[config.mk]
export PLATFORM = sky130hd
export DESIGN_NAME = sum4bit_serial_flat
export DESIGN_NICKNAME = d
export VERILOG_FILES = /design/src/rtl/sum4bit_serial_pkg.sv /design/src/rtl/sum4bit_serial_if.sv /design/src/rtl/full_adder_1bit.sv /design/src/rtl/sum4bit_serial.sv /design/src/flat_wrapper.sv
export SDC_FILE = /design/constraint.sdc
export NUM_CORES = 1
export LEC_CHECK = 0
export ABC_AREA = 1
export ABC_CLOCK_PERIOD_IN_PS = 1700
export CAP_MARGIN = 10
export CORE_ASPECT_RATIO = 1.25
export CORE_UTILIZATION = 49
export CTS_BUF_LIST = sky130_fd_sc_hd__clkbuf_16
export DETAILED_ROUTE_END_ITERATION = 7
export PLACE_DENSITY = 0.76
export REMOVE_ABC_BUFFERS = 1
export SLEW_MARGIN = 20
export SYNTH_ARGS = -nofsm -noshare
export SYNTH_HDL_FRONTEND = slang
export SYNTH_SLANG_ARGS = --single-unit
[constraint.sdc]
create_clock -name clk -period 1.7 [get_ports clk]
set_input_delay 0.17 -clock clk [delete_from_list [all_inputs] [get_ports clk]]
set_output_delay 0.17 -clock clk [all_outputs]
set_load 0.03 [all_outputs]
[src/rtl/sum4bit_serial_pkg.sv]
// rtl/sum4bit_serial_pkg.sv - shared state encoding and default width for the bit-serial adder
// Package sum_serial_pkg: FSM state type and the default operand width.
package sum_serial_pkg;

  localparam int SUM_WIDTH = 4;

  typedef enum logic [1:0] {
    S_IDLE = 2'b00,
    S_RUN  = 2'b01,
    S_DONE = 2'b10
  } state_t;

endpackage

[src/rtl/sum4bit_serial_if.sv]
// rtl/sum4bit_serial_if.sv - start/busy/done handshake bundle for the bit-serial adder
// Signals: start, n1, n2 (requester -> adder); busy, done, result, Co, Overflow (adder -> requester).
// Modports: master drives the request side, slave is the adder.
interface sum4bit_serial_if
  import sum_serial_pkg::*;
#(
  parameter int WIDTH = SUM_WIDTH
);

  logic             start;
  logic [WIDTH-1:0] n1;
  logic [WIDTH-1:0] n2;
  logic             busy;
  logic             done;
  logic [WIDTH-1:0] result;
  logic             Co;
  logic             Overflow;

  modport master (
    output start, n1, n2,
    input  busy, done, result, Co, Overflow
  );

  modport slave (
    input  start, n1, n2,
    output busy, done, result, Co, Overflow
  );

endinterface

[src/rtl/full_adder_1bit.sv]
// rtl/full_adder_1bit.sv - single-bit combinational full adder
// Ports: a, b, cin (inputs); s = sum bit, cout = carry out.
module full_adder_1bit (
  input  logic a,
  input  logic b,
  input  logic cin,
  output logic s,
  output logic cout
);

  logic p;

  assign p    = a ^ b;
  assign s    = p ^ cin;
  assign cout = (a & b) | (cin & p);

endmodule

[src/rtl/sum4bit_serial.sv]
// rtl/sum4bit_serial.sv - bit-serial two's-complement adder, LSB first, one bit per clock
// Ports: clk, rst_n (async active-low); bus (slave) carries start/n1/n2 in and
// busy/done/result/Co/Overflow out. done pulses for one cycle after the last bit.
module sum4bit_serial
  import sum_serial_pkg::*;
#(
  parameter int WIDTH = SUM_WIDTH
) (
  input  logic           clk,
  input  logic           rst_n,
  sum4bit_serial_if.slave bus
);

  localparam int CW = (WIDTH > 2) ? $clog2(WIDTH) : 1;
  localparam logic [CW-1:0] LAST = CW'(WIDTH - 1);

  state_t state_q, state_d;

  logic [WIDTH-1:0] a_sh, b_sh, sum_sh;
  logic [WIDTH-1:0] result_q;
  logic [CW-1:0]    cnt;
  logic             carry;
  logic             co_q, ov_q;

  logic fa_s, fa_cout;
  logic load, last_bit;

  full_adder_1bit u_fa (
    .a   (a_sh[0]),
    .b   (b_sh[0]),
    .cin (carry),
    .s   (fa_s),
    .cout(fa_cout)
  );

  // A new request is only accepted when no addition is in flight.
  assign load     = bus.start && (state_q == S_IDLE || state_q == S_DONE);
  assign last_bit = (state_q == S_RUN) && (cnt == LAST);

  always_ff @(posedge clk or negedge rst_n) begin
    if (!rst_n) begin
      state_q <= S_IDLE;
    end else begin
      state_q <= state_d;
    end
  end

  always_comb begin
    state_d = state_q;
    case (state_q)
      S_IDLE:  state_d = bus.start ? S_RUN : S_IDLE;
      S_RUN:   state_d = (cnt == LAST) ? S_DONE : S_RUN;
      S_DONE:  state_d = bus.start ? S_RUN : S_IDLE;
      default: state_d = S_IDLE;
    endcase
  end

  always_ff @(posedge clk or negedge rst_n) begin
    if (!rst_n) begin
      a_sh     <= '0;
      b_sh     <= '0;
      sum_sh   <= '0;
      cnt      <= '0;
      carry    <= 1'b0;
      result_q <= '0;
      co_q     <= 1'b0;
      ov_q     <= 1'b0;
    end else if (load) begin
      a_sh   <= bus.n1;
      b_sh   <= bus.n2;
      sum_sh <= '0;
      cnt    <= '0;
      carry  <= 1'b0;
    end else if (state_q == S_RUN) begin
      // Sum bits enter at the MSB so after WIDTH shifts bit 0 lands at index 0.
      sum_sh <= {fa_s, sum_sh[WIDTH-1:1]};
      a_sh   <= {1'b0, a_sh[WIDTH-1:1]};
      b_sh   <= {1'b0, b_sh[WIDTH-1:1]};
      carry  <= fa_cout;
      cnt    <= cnt + CW'(1);
      if (last_bit) begin
        // Published outputs only move here, so they never show a partial sum.
        result_q <= {fa_s, sum_sh[WIDTH-1:1]};
        co_q     <= fa_cout;
        ov_q     <= carry ^ fa_cout;
      end
    end
  end

  assign bus.busy     = (state_q == S_RUN);
  assign bus.done     = (state_q == S_DONE);
  assign bus.result   = result_q;
  assign bus.Co       = co_q;
  assign bus.Overflow = ov_q;

endmodule

[src/flat_wrapper.sv]
// flat-port wrapper written by rule: the top's interface ports become plain ports
module sum4bit_serial_flat import sum_serial_pkg::*;
#(
  parameter int WIDTH = SUM_WIDTH
)
  (clk, rst_n, bus_start, bus_n1, bus_n2, bus_busy, bus_done, bus_result, bus_Co, bus_Overflow);
  sum4bit_serial_if #(.WIDTH(WIDTH)) bus_i ();
  input  logic clk;
  input  logic rst_n;
  input wire logic [$bits(bus_i.start)-1:0] bus_start;
  input wire logic [$bits(bus_i.n1)-1:0] bus_n1;
  input wire logic [$bits(bus_i.n2)-1:0] bus_n2;
  output wire logic [$bits(bus_i.busy)-1:0] bus_busy;
  output wire logic [$bits(bus_i.done)-1:0] bus_done;
  output wire logic [$bits(bus_i.result)-1:0] bus_result;
  output wire logic [$bits(bus_i.Co)-1:0] bus_Co;
  output wire logic [$bits(bus_i.Overflow)-1:0] bus_Overflow;
  assign bus_i.start = bus_start;
  assign bus_i.n1 = bus_n1;
  assign bus_i.n2 = bus_n2;
  assign bus_busy = bus_i.busy;
  assign bus_done = bus_i.done;
  assign bus_result = bus_i.result;
  assign bus_Co = bus_i.Co;
  assign bus_Overflow = bus_i.Overflow;
  sum4bit_serial #(.WIDTH(WIDTH)) u_core (.clk(clk), .rst_n(rst_n), .bus(bus_i));
endmodule
==> results of run 1 <==
[kinds of logic after synthesis]
kind of cell    Yosys count  synth area share (%)
simple gates             70                  32.3
compound gates            4                  2.03
flops                    22                  55.9
buf+inv                  12                  6.48
fa+ha+maj                 2                  3.30
[worst max-delay path, delay by kind of cell, from the launching register on]
kind          cells  cell delay (ns)
buf+inv           2             0.50
flops             1             0.43
simple gates      1             0.10
[repair_timing]
item | 4_1_cts | 5_1_grt
cloned | 0 | 0
gates resized for setup | 1 | 1
setup endpoints to repair | 1 | 1
[per-layer routing]
layer  vias up  track usage (%)  wire [um]
met1       358             22.4        770
met2        22             35.4        933
met4         0             9.38         40
li1        392                -          -
met3         5             4.17         72
met5         -                0          0
[where the power goes]
group	total, uW	switching, uW	leakage (uW)	internal [uW]
Clock	655	188	0.0000511	468
Sequential	896	144	0.000281	752
Combinational	1070	665	0.000333	408
Total	2620	997	0.000665	1630
[placed cells by master (no fill, tap or decap), types with 2 or more instances in the layout]
cell type | netlist | layout
buf_4 | 1 | 3
clkbuf_16 | 0 | 3
clkdlybuf4s50_1 | 0 | 16
dfrtp_1 | 22 | 22
inv_1 | 7 | 7
inv_2 | 2 | 2
nand2_1 | 44 | 44
nand2_4 | 2 | 2
nand3_1 | 20 | 20
nor2_1 | 2 | 2
nor2_4 | 2 | 2
o21ai_1 | 4 | 4
[worst min path at each step]
stage                                       to                 start  cells past startpoint  slack, ns
final                     u_core.bus.result[0]                 rst_n                      2       0.26
after global routing             u_core.cnt[0]                 rst_n                      2       0.30
after CTS                 u_core.bus.result[0]                 rst_n                      2       0.27
after detailed placement   u_core.bus.Overflow   u_core.bus.Overflow                      2       0.46
after global placement    u_core.bus.result[3]  u_core.bus.result[3]                      2       0.45
after floorplan                 u_core.a_sh[0]                 rst_n                      0      -0.13
[sequential cells by signal (all words and copies together) (netlist names), 2 cells and up]
register / flops
u_core.b_sh: 4
u_core.bus.result: 4
u_core.a_sh: 4
u_core.sum_sh: 3
u_core.state_q: 2
u_core.cnt: 2
[layout make-up]
class	count	area [sq um]
tap	19	23.8
timing repair buffer	21	204
clock buffer	3	75.1
multi-input combinational	76	370
fill	145	542
sequential	22	551
inverter	9	33.8
clock inverter	1	30.0
[through the flow]
step	std cells	area (sq um)	utilization, %	total power (uW)	hold slack [ns]
2_1_floorplan	107	955	-	1600	-0.126
6_report	151	1290	70.4	2620	0.263
3_5_place_dp	147	1180	64.6	2000	0.458
5_1_grt	151	1290	70.4	2800	0.296
4_1_cts	151	1280	70.2	2650	0.274
3_3_place_gp	147	1180	64.6	1940	0.453
==> qor.yml, run 1 <==
outcome: "completed"
via_count: 777
dp.final_hpwl_mm: 1.29
synth_top_flop_cell: "dfrtp_1"
cts_max_level: 1
yosysMostFrequentCell: "nand2_1"
yosysWarnings: 0
clock_path_buffers: 2
power.leakage_uw: 0.000665
cts_hold_buf: 0
finalNetCount: 146
overflow: 0
hold_class: "primary input to async pin"
max-cap-violations: 0
cts_sinks: 22
reg2regPathDepth: 5
drt-total-wl_mm: 1.82
diodes: 0
cts.clk_slew.worst_paths_ns: 0.06
dr.pass1.iters: 4
vias_per_cell: 5.15
cts_buffers: 3
grt_pass1_vias: 724
io_buffers: 18
start_util_pct: 53.8
num_rows: 17
synthCells: 110
r2r-start: "u_core.a_sh[0]"
drive_gt1_share_pct: 9.85
grt_usage_pct: 19.7
syn_to_final_growth_pct: 30.7
path_class: "register to output pin"
wire_per_inst_um: 12.0
p_per_area_nw_per_um2: 2040
required_ns: 1.53
hold_viol_final: 0
synth_top_cell_by_area: "dfrtp_1"
postSynthRegisterBits: 22
r2r_slack_ns: 0.47
slew_headroom_pct: 78.9
initialDrtViolationCount: 14
synth_top_area_share_pct: 55.9
coreArea_sq_um: 1830
drc_errors: 0
synth_area_leaders: "dfrtp_1, nand2_1, nand3_1"
io_pins: 19
synth-edff-count: 0
report.final.slew_viol_count: 0
die_area_sq_um: 2190
clock_skew_ns: 0.00261
fin_crit_sh_pct: 85.8
irDropWorstVdd_v: 0.00128
synth-async-reset-ratio_pct: 100
max_stage_delay_ns: 0.43
finalWorstSetupSlack_ns: 0.242
postCtsSetupBuffers: 0
cp-startpoint: "u_core.state_q[0]"
slowest_stage: "dfrtp_1"
postSynthAreaPerCell_sq_um: 8.95
place_ws_ns: 0.242
die_x_um: 42.1
max_clock_freq_mhz: 686
endpoint: "bus_busy"
crit_path_start_kind: "register"
clkLatencyLatePin_ns: 0.26
arrival_ns: 1.29
critPathMaxFanout: 4
grt_first_pass_wirelength_mm: 3.13
antenna_found_initial: 0
synth_commonest_cells: "nand2_1, dfrtp_1, nand3_1"
tritoncts: "yes"
setup_tns_ns: 0
period_needed_ns: 1.46
root_buffer: "clkbuf_16"
gp_congestion: 0.702
critPathCaptureType: "output pin"
rsz0062_at_grt: "false"
grt_max_degree: 23
synth_seq_area_share_pct: 55.9
finalSetupViolCount: 0
worstPathCellList: "inv_2, nor2_4, dlygate4sd2_1"
ant_nets: 0
synth_cell_type_count: 13
syn-cell-area_sq_um: 985
worst_slew_pin_slew_ns: 0.316
dieHeight_um: 52.1
r2r_end: "u_core.bus.result[3]"
No activity file was read; power rests on OpenSTA's default activity.
==> inputs of run 2 (changes only) <==
Settings changed: PLACE_DENSITY 0.76 to 0.75.
==> qor.yml, run 2 (synthesis gave the netlist of run 1 again) <==
critPathMaxFanout: 4
tritoncts: "yes"
fin_crit_sh_pct: 86.3
period_needed_ns: 1.47
grt_first_pass_wirelength_mm: 3.35
hold_class: "primary input to async pin"
nFillCells: 155
dr.pass1.iters: 4
worstPathCellList: "inv_2, nor2_4, dlygate4sd2_1"
initialDrtViolationCount: 9
overflow: 0
io_buffers: 18
ant_nets: 0
clock_path_buffers: 2
root_buffer: "clkbuf_16"
stdcell_area_sq_um: 1290
slowest_stage: "dfrtp_1"
power.leakage_uw: 0.000665
drc_errors: 0
max_clock_freq_mhz: 681
report.final.slew_viol_count: 0
worst_slew_pin_slew_ns: 0.321
cts_hold_buf: 0
drt-total-wl_mm: 1.89
finalNetCount: 146
start_util_pct: 53.8
finalWorstSetupSlack_ns: 0.232
slew_headroom_pct: 78.5
setup_tns_ns: 0
finalSetupViolCount: 0
outcome: "completed"
vias_per_cell: 5.19
num_rows: 17
r2r-start: "u_core.state_q[0]"
required_ns: 1.53
grt_usage_pct: 20.7
rsz0062_at_grt: "false"
die_x_um: 42.1
via_count: 784
dp.final_hpwl_mm: 1.31
place_ws_ns: 0.235
gp_congestion: 0.680
cts_max_level: 1
p_per_area_nw_per_um2: 2040
cts_resized: 1
clkLatencyLatePin_ns: 0.25
irDropWorstVdd_v: 0.00122
critPathCaptureType: "output pin"
coreArea_sq_um: 1830
crit_path_start_kind: "register"
io_pins: 19
hold_viol_final: 0
cts.clk_slew.worst_paths_ns: 0.06
dieHeight_um: 52.1
arrival_ns: 1.30
wire_per_inst_um: 12.5
postCtsSetupBuffers: 0
grt_max_degree: 23
cp-startpoint: "u_core.state_q[0]"
die_area_sq_um: 2190
syn_to_final_growth_pct: 30.7
antenna_found_initial: 0
placed_cell_area_sq_um: 1180
cts_buffers: 3
max-cap-violations: 0
mostFrequentLayoutCell: "nand2_1"
cts_sinks: 22
final_cell_mix: "nand2_1, dfrtp_1, nand3_1, clkdlybuf4s50_1, inv_1"
clock_skew_ns: 0.00222
diodes: 0
grt_pass1_vias: 793
max_stage_delay_ns: 0.43
drive_gt1_share_pct: 9.85
path_class: "register to output pin"
-- run 2: cell counts in the layout (fill, tap and decap cells not counted) --
Identical to the previous run, type by type.
-- run 2: metal layers --
| layer | global-route usage (%) | share of wire (%) |
|---|---|---|
| met5 | 0 | 0 |
| met4 | 7.81 | 0.69 |
| met3 | 4.17 | 3.5 |
| met2 | 40.6 | 53 |
| met1 | 21.6 | 43 |
-- run 2: path summary, 6_finish.rpt --
| check | endpoint | slack, ns | cells after the start |
|---|---|---|---|
| max | bus_busy | 0.23 | 3 |
| min | u_core.bus.result[1] | 0.27 | 2 |
| max reg2reg | u_core.bus.result[0] | 0.46 | 6 |
| min reg2reg | u_core.bus.Overflow | 0.47 | 2 |
| max in group asynchronous | u_core.bus.result[3] | 1.22 | 2 |
| min in group clk | u_core.a_sh[3] | 0.45 | 3 |
-- run 2: layout make-up --
| cell class | count | area (sq um) | area share (%) |
|---|---|---|---|
| Clock buffer | 3 | 75.1 | 5.83 |
| Clock inverter | 1 | 30.0 | 2.33 |
| Timing Repair Buffer | 21 | 204 | 15.8 |
| Multi-Input combinational cell | 76 | 370 | 28.8 |
| Sequential cell | 22 | 551 | 42.8 |
| Tap cell | 19 | 23.8 | 1.85 |
| Inverter | 9 | 33.8 | 2.62 |
-- run 2: metrics by stage --
step | utilization (%) | instances | hold slack [ns] | total power, uW
floorplan | - | 107 | -0.126 | 1600
global placement | 64.6 | 147 | 0.452 | 1940
detailed placement | 64.6 | 147 | 0.458 | 2000
CTS | 70.2 | 151 | 0.277 | 2650
global route | 70.4 | 151 | 0.289 | 2830
finish | 70.4 | 151 | 0.267 | 2630
-- run 2: power breakdown --
| part | total (uW) | internal [uW] | switching, uW | leakage (uW) |
|---|---|---|---|---|
| Sequential | 895 | 752 | 143 | 0.000281 |
| Clock | 649 | 467 | 182 | 0.0000511 |
| Combinational | 1080 | 409 | 674 | 0.000333 |
| Total | 2630 | 1630 | 999 | 0.000665 |
-- run 2: worst max-delay path, delay by kind of cell (launching register included) --
family	cells	cell delay (ns)
flip-flops	1	0.43
AND/OR/NAND/NOR	1	0.10
buffers and inverters	2	0.50
==> inputs of run 3 (changes only) <==
Settings changed: PLACE_DENSITY 0.75 to 0.76.
==> results of run 3 <==
The final DEF is identical to that of run 1; final timing and power are the same.
